## config.mk

```make
export PLATFORM = sky130hd
export DESIGN_NAME = temp_average_controller
export DESIGN_NICKNAME = d
export VERILOG_FILES = /design/src/rtl/temp_average_controller.sv
export SDC_FILE = /design/constraint.sdc
export NUM_CORES = 1
export LEC_CHECK = 0
export ABC_CLOCK_PERIOD_IN_PS = 3250
export BUFFER_PORTS_ARGS = -buffer_cell sky130_fd_sc_hd__buf_4
export CORE_MARGIN = 4
export CORE_UTILIZATION = 57
export DETAILED_ROUTE_END_ITERATION = 7
export PLACE_DENSITY = 0.87
export SLEW_MARGIN = 25
export SYNTH_ARGS = -nofsm -noshare
export SYNTH_HDL_FRONTEND = slang
export SYNTH_SLANG_ARGS = --single-unit
export TNS_END_PERCENT = 1
```

## constraint.sdc

```tcl
create_clock -name clk -period 3.25 [get_ports clk]
set_input_delay 0.325 -clock clk [delete_from_list [all_inputs] [get_ports clk]]
set_output_delay 0.325 -clock clk [all_outputs]
set_load 0.005 [all_outputs]
```

## src/rtl/temp_average_controller.sv

```systemverilog
// Averages a block of 64 unsigned temperature samples: accumulate, divide by 64, report.
// DivideBy64 is the combinational shifter stage that the controller sequences.
module temp_average_controller #(
  parameter int unsigned SAMPLE_WIDTH = 16,
  parameter bit          CONTINUOUS   = 1'b0
) (
  input  logic                    clk,
  input  logic                    rst,
  input  logic                    start,
  input  logic                    abort,
  input  logic [SAMPLE_WIDTH-1:0] sample,
  input  logic                    sample_valid,
  output logic                    sample_ready,
  output logic [31:0]             avg,
  output logic                    avg_valid,
  output logic                    busy,
  output logic                    overrun
);

  typedef enum logic [1:0] {IDLE, ACCUM, DIVIDE, DONE} state_t;

  state_t      state;
  logic [31:0] acc;
  logic [5:0]  cnt;
  logic [31:0] quot;
  logic [31:0] sample_ext;
  logic        accept;

  assign sample_ext = {{(32-SAMPLE_WIDTH){1'b0}}, sample};
  assign accept     = sample_valid && sample_ready;

  DivideBy64 u_div (
    .dividend (acc),
    .quotient (quot)
  );

  // Outputs are registered from the state being entered, so they line up with state.
  always_ff @(posedge clk or posedge rst) begin
    if (rst) begin
      state        <= IDLE;
      acc          <= '0;
      cnt          <= '0;
      avg          <= '0;
      sample_ready <= 1'b0;
      avg_valid    <= 1'b0;
      busy         <= 1'b0;
      overrun      <= 1'b0;
    end else begin
      avg_valid <= 1'b0;
      if (sample_valid && busy && !sample_ready)
        overrun <= 1'b1;
      if (abort) begin
        state        <= IDLE;
        acc          <= '0;
        cnt          <= '0;
        sample_ready <= 1'b0;
        busy         <= 1'b0;
      end else begin
        case (state)
          IDLE: begin
            if (start) begin
              state        <= ACCUM;
              acc          <= '0;
              cnt          <= '0;
              overrun      <= 1'b0;
              sample_ready <= 1'b1;
              busy         <= 1'b1;
            end
          end
          ACCUM: begin
            if (accept) begin
              acc <= acc + sample_ext;
              cnt <= cnt + 6'd1;
              if (cnt == 6'd63) begin
                state        <= DIVIDE;
                sample_ready <= 1'b0;
              end
            end
          end
          DIVIDE: begin
            avg       <= quot;
            avg_valid <= 1'b1;
            state     <= DONE;
          end
          DONE: begin
            if (CONTINUOUS) begin
              state        <= ACCUM;
              acc          <= '0;
              cnt          <= '0;
              sample_ready <= 1'b1;
            end else begin
              state <= IDLE;
              busy  <= 1'b0;
            end
          end
          default: begin
            state        <= IDLE;
            sample_ready <= 1'b0;
            busy         <= 1'b0;
          end
        endcase
      end
    end
  end

endmodule

module DivideBy64 (
  input  logic [31:0] dividend,
  output logic [31:0] quotient
);
  assign quotient = {6'b0, dividend[31:6]};
endmodule

```

== Word level (Yosys, flattened, before mapping) ==
Index checks and enable logic that the tools add are counted.
Storage, ports and cells
  register bits: 70
  latch bits: 0
  bits in writable memories: 0
  bits in read-only memories: 0
  input bits: 21
  output and inout port bits: 36
  logic and storage cells: 56
  memories kept: 0
Cells by class
  add/sub/neg operators: 2
  multipliers: 0
  divide/modulo/power cells: 0
  order comparisons: 0
  equal/unequal tests: 7
  shifts and indexed selects: 0
  muxes and demuxes: 26
  bitwise gates (word level): 1
  reduce and logical (&&, ||, !) cells: 12
Operators with widths (number)
  32-bit 2-to-1 mux: 3
  32-bit case mux with 2 select lines: 1
  32-bit by 16-bit adder with 32-bit output: 1
  6-bit 2-to-1 mux: 3
  6-bit case mux with 2 select lines: 1
  1-bit 2-to-1 mux: 11
  3-bit inequality test (second input constant): 3
  2-bit 2-to-1 mux: 4
  2-bit case mux with 4 select lines: 1
  6-bit by 1-bit adder with 6-bit output (second input constant): 1
  6-bit == test (second input constant): 1
  3-bit AND reduction: 2
  3-bit nonzero test: 2
  2-bit == test (second input constant): 2
  1-bit case mux with 2 select lines: 2
  2-bit AND reduction: 2
  4-bit AND reduction: 1
  1-bit logical AND: 3
  2-bit by 1-bit == test with 1-bit output (second input constant): 1
  2-bit zero test: 1
  1-bit zero test: 1
  1-bit inverter: 1

== Logic depth before layout (Yosys ltp) ==
  word-level depth: 6
  depth in mapped cells: 11
  depth with buffers taken out: 10

== Cells and area by module ==
A second synthesis with hierarchy kept.
Unflattened totals
  cells, all modules: 437
  area total of the unflattened synthesis: 4360.4 µm²
By module, submodules not included
  temp_average_controller: times used 1, cells each 404, area each 4116.4 µm²
  DivideBy64: times used 1, cells each 33, area each 244.0 µm²

== Worst setup path after synthesis ==
OpenSTA, ideal clock, no wires.
  kind: reg2reg
  from: register acc[0]
  to: register acc[30]
  library setup time: 0.069 ns
  arrival: 2.184 ns
  required time: 3.181 ns
  slack: 0.996 ns
  stages on the path, launching flop included: 11
  buffers on the path: 0
  period minus slack after synthesis: 2.254 ns
  cell sequence: dfrtp_1 ha_1 inv_1 fa_1 nor2b_1 o31a_1 a21oi_2 a211oi_2 o21ai_1 or4_1 nand3_1
On the way
  word-level cells in the longest chain between the ends: 4
Ends and longest elaborated chain
  start, declared: line 23  | logic [31:0] acc;
  start signal, assigned: line 72  | acc <= acc + sample_ext;
  32-bit by 16-bit adder with 32-bit output: line 72
  32-bit 2-to-1 mux: line 71  | if (accept) begin
  32-bit case mux with 2 select lines: line 59  | case (state)
  32-bit 2-to-1 mux: line 52  | if (abort) begin
No other way between the ends. The select of a mux whose other input is x is not followed.
A chain may end at the register's enable or synchronous reset.

== Worst setup path after layout ==
  from: register acc[0]
  to: register acc[28]
Same word-level chain as after synthesis.

==> results by group <==
Clocking
  • Total clock buffers created by CTS: 9
  • TritonCTS clock tree: yes
  • Clock slew at the register clock pins of the worst setup and hold paths: 0.07 ns
  • Post-CTS setup buffer count: 0
  • Buffer type at the clock tree root: sky130_fd_sc_hd__clkbuf_8
  • Count of instances resized after the clock tree is built: 0
  • Skew-Pair Late Insertion Delay: 0.35 ns
  • Number of hold buffers added after cts: 0
  • # clock sinks: 70
  • Maximum count of clock buffers along a single path: 2
  • H-tree level count: 3

Worst hold path
  • Hold path cells: 2
  • WHS Endpoint: state[1]
  • Worst Hold Launch: abort
  • Worst hold path class: input port to flip-flop

Yosys
  • Mapped Area: 3970 um2
  • Portion of the post-synthesis area used by sequential elements: 0.442
  • Combinational family with the most area after synthesis: compound AO/OA/AOI/OAI gates
  • Synthesized-area fraction occupied by adder cells: 0.0713
  • Post-synth EDFFs: 0
  • Basic-gate share of the synthesized area counting and, or, nand and nor cells: 0.147
  • Number of warnings printed during yosys synthesis: 0
  • Dominant register cell in the synthesized netlist: sky130_fd_sc_hd__dfrtp_1
  • Count of distinct cell types in the synthesized netlist: 61
  • Synth Area in Compound Gates: 0.205
  • Post-synthesis area per instance: 9.94 um2
  • Area contributors post-synth: sky130_fd_sc_hd__dfrtp_1 44%, sky130_fd_sc_hd__ha_1 6.6%, sky130_fd_sc_hd__mux2_2 6.5%, sky130_fd_sc_hd__nand2_1 4.2%, sky130_fd_sc_hd__o21ai_0 3.3%
  • Xor and xnor fraction of the mapped netlist area: 0.0221
  • Dominant cell by count in the synthesized netlist: sky130_fd_sc_hd__dfrtp_1
  • Yosys reg bits: 70
  • Most frequent cells after synthesis: 70 x sky130_fd_sc_hd__dfrtp_1, 44 x sky130_fd_sc_hd__nand2_1, 26 x sky130_fd_sc_hd__o21ai_0
  • Share of synthesized area spent on multiplexers: 0.0704
  • Synthesized instance count: 399
  • Fraction of synthesis flops using an asynchronous set or reset pin: 1.00
  • Yosys top cell by area: sky130_fd_sc_hd__dfrtp_1
  • Fraction of post-synthesis cell area in the top cell type by area: 0.442

Final layout
  • Antenna cell count: 0
  • Core Util, Final: 0.680
  • Layout Nets: 493
  • Filler-free cell count of the finished design: 551
  • Flip-flop and latch area: 1750 um2
  • Multi-input combinational cell area: 2080 um2
  • Filler cell count: 513
  • Fraction of layout instances using a drive strength above 1: 0.231
  • Layout-stage area growth over the synthesis result: 16.6%

STA
  • Total of endpoints with negative setup slack in the final report: 0
  • Relative slew slack: 0.417
  • Setup repair after global routing missed its margin: no
  • Least-Margin Pin Slew: 0.875 ns
  • Worst hold slack across all endpoints: 0.187 ns
  • Number of pins exceeding their max-slew limit in the final report: 0
  • Final critical-path setup slack: 0.738 ns
  • Total Negative Setup Slacks: 0 ns
  • Final-report hold violation count: 0
  • Maximum clock frequency: 0.398 GHz
  • Part of the cycle the worst path needs: 0.773
  • Fin Clk Skew: 0.00710 ns
  • Post-layout minimum cycle time: 2.51 ns

Global route
  • Overall fraction of global-route tracks in use: 0.223
  • Sum of overflow across all layers after global routing: 0
  • Antenna violations before repair: 0
  • Wire length of the first global-routing pass: 15200 um
  • Vias in the first global route: 3263
  • Maximum number of pins on one net before global-route repair: 71

Setup path
  • Critical Path Sink Type: flip-flop
  • RR Startpoint: acc[0]
  • Capture instance of the worst register-to-register path: acc[28]
  • Critical-path maximum fanout: 6
  • Category of the worst setup path launch point: flip-flop
  • Worst endpoint data arrival time: 2.79 ns
  • Class of the most critical setup path: flip-flop to flip-flop
  • Slack of the worst reg-to-reg path: 0.74 ns
  • R2R cell count: 10
  • Required time at the endpoint of the critical path: 3.53 ns

Power and ir drop
  • Leakage power: 2.24 nW
  • Worst voltage drop across the vdd grid: 436 uV
  • Power per cell area: 473 nW/um2

Die
  • Area of the core region: 6790 um2
  • I/O pin cnt: 57
  • Row cnt: 30
  • Die span in x: 91.4 um
  • Die ar.: 8350 um2
  • Die extent in y: 91.4 um
  • Effective utilization at floorplan: 0.584

Detailed routing
  • Number of DRC markers after the initial detailed-route iteration: 210
  • Vias post-DR: 3278
  • Post-detailed-route DRC marker count: 0
  • Via density: 5.95
  • Antenna-violating nets left: 0
  • Drt pass-1 iters: 5
  • Post-detailed-route wirelength per cell: 15.9 um
  • Final Routed Wirelength: 8770 um

Run status
  • Status: finished clean

Placement
  • Number of port buffers: 50
  • Weighted congestion at the end of routability-driven global placement: 0.885
  • Post-detail-place hpwl: 6040 um
  • Worst slack at placement: 0.668 ns
  • Total placed cells including tap cells: 535

Job
  • Number of max-capacitance violations reported: 0
## placed cells by master (no fill, tap or decap), types with 9 or more instances in the layout
cell type and count:
sky130_fd_sc_hd__a21o_1 9, sky130_fd_sc_hd__ha_1 21, sky130_fd_sc_hd__buf_4 56, sky130_fd_sc_hd__nor2_1 18, sky130_fd_sc_hd__nand2_1 43, sky130_fd_sc_hd__dfrtp_1 70, sky130_fd_sc_hd__inv_1 13, sky130_fd_sc_hd__clkbuf_8 11
sky130_fd_sc_hd__o21ai_0 26, sky130_fd_sc_hd__mux2_2 23, sky130_fd_sc_hd__a21oi_1 17
## power breakdown
part / leakage [nW] / total [mW] / switching (mW) / internal [mW]
sequential: 0.972 / 0.958 / 0.0420 / 0.916
combinational: 1.17 / 0.513 / 0.311 / 0.203
clock: 0.0996 / 0.716 / 0.320 / 0.396
total: 2.24 / 2.19 / 0.673 / 1.51
## per-layer routing
metal | track usage | share of wire
met3 | 0.0439 | 0.061
met4 | 0.0955 | 0.019
met1 | 0.296 | 0.45
met5 | 0 | 0
met2 | 0.357 | 0.47
## logic make-up after synthesis
family,count (synthesis)
compound gates,119
simple gates,117
flops,70
buf+inv,35
mux,25
fa+ha+maj,22
xor+xnor,10
other cells,1
## worst max-delay path, cell delays in order, from the launching register on
cell and delay (ns):
sky130_fd_sc_hd__dfrtp_1 0.35, sky130_fd_sc_hd__ha_1 0.18, sky130_fd_sc_hd__inv_1 0.06, sky130_fd_sc_hd__fa_1 0.40
sky130_fd_sc_hd__nor2b_1 0.15, sky130_fd_sc_hd__o31a_1 0.21, sky130_fd_sc_hd__a21oi_2 0.10, sky130_fd_sc_hd__a211oi_2 0.23
sky130_fd_sc_hd__o21ai_1 0.17, sky130_fd_sc_hd__or4_1 0.49, sky130_fd_sc_hd__nand3_1 0.10
## sequential cells by signal (all words and copies together), names as in the netlist
name	cells
overrun	1
sample_ready	1
state	2
avg	26
avg_valid	1
cnt	6
busy	1
acc	32
## worst max path at each step
stage / startpoint / end / slack, ns / cells past startpoint
detailed placement: sample[0] / acc[30] / 0.67 / 11
global route: state[1] / acc[15] / 0.47 / 8
global placement: sample[0] / acc[30] / 0.76 / 11
finish: acc[0] / acc[28] / 0.74 / 10
CTS: acc[0] / acc[30] / 0.74 / 10
floorplan: acc[0] / acc[30] / 1.0 / 10
## final cells by class
class,count,share of cell area
Clock inverter,3,0.00920
Sequential cell,70,0.379
Tap cell,96,0.0260
Inverter,14,0.0114
Multi-Input combinational cell,299,0.449
Timing Repair Buffer,56,0.0910
Clock buffer,13,0.0344
## metrics by stage
| stage | cell area (um2) | total power, mW |
|---|---|---|
| 2_1_floorplan | 3980 | 1.32 |
| 3_3_place_gp | 4420 | 1.46 |
| 3_5_place_dp | 4420 | 1.48 |
| 4_1_cts | 4620 | 2.20 |
| 5_1_grt | 4620 | 2.31 |
| 6_report | 4620 | 2.19 |
No activity file was read; power rests on OpenSTA's default activity.
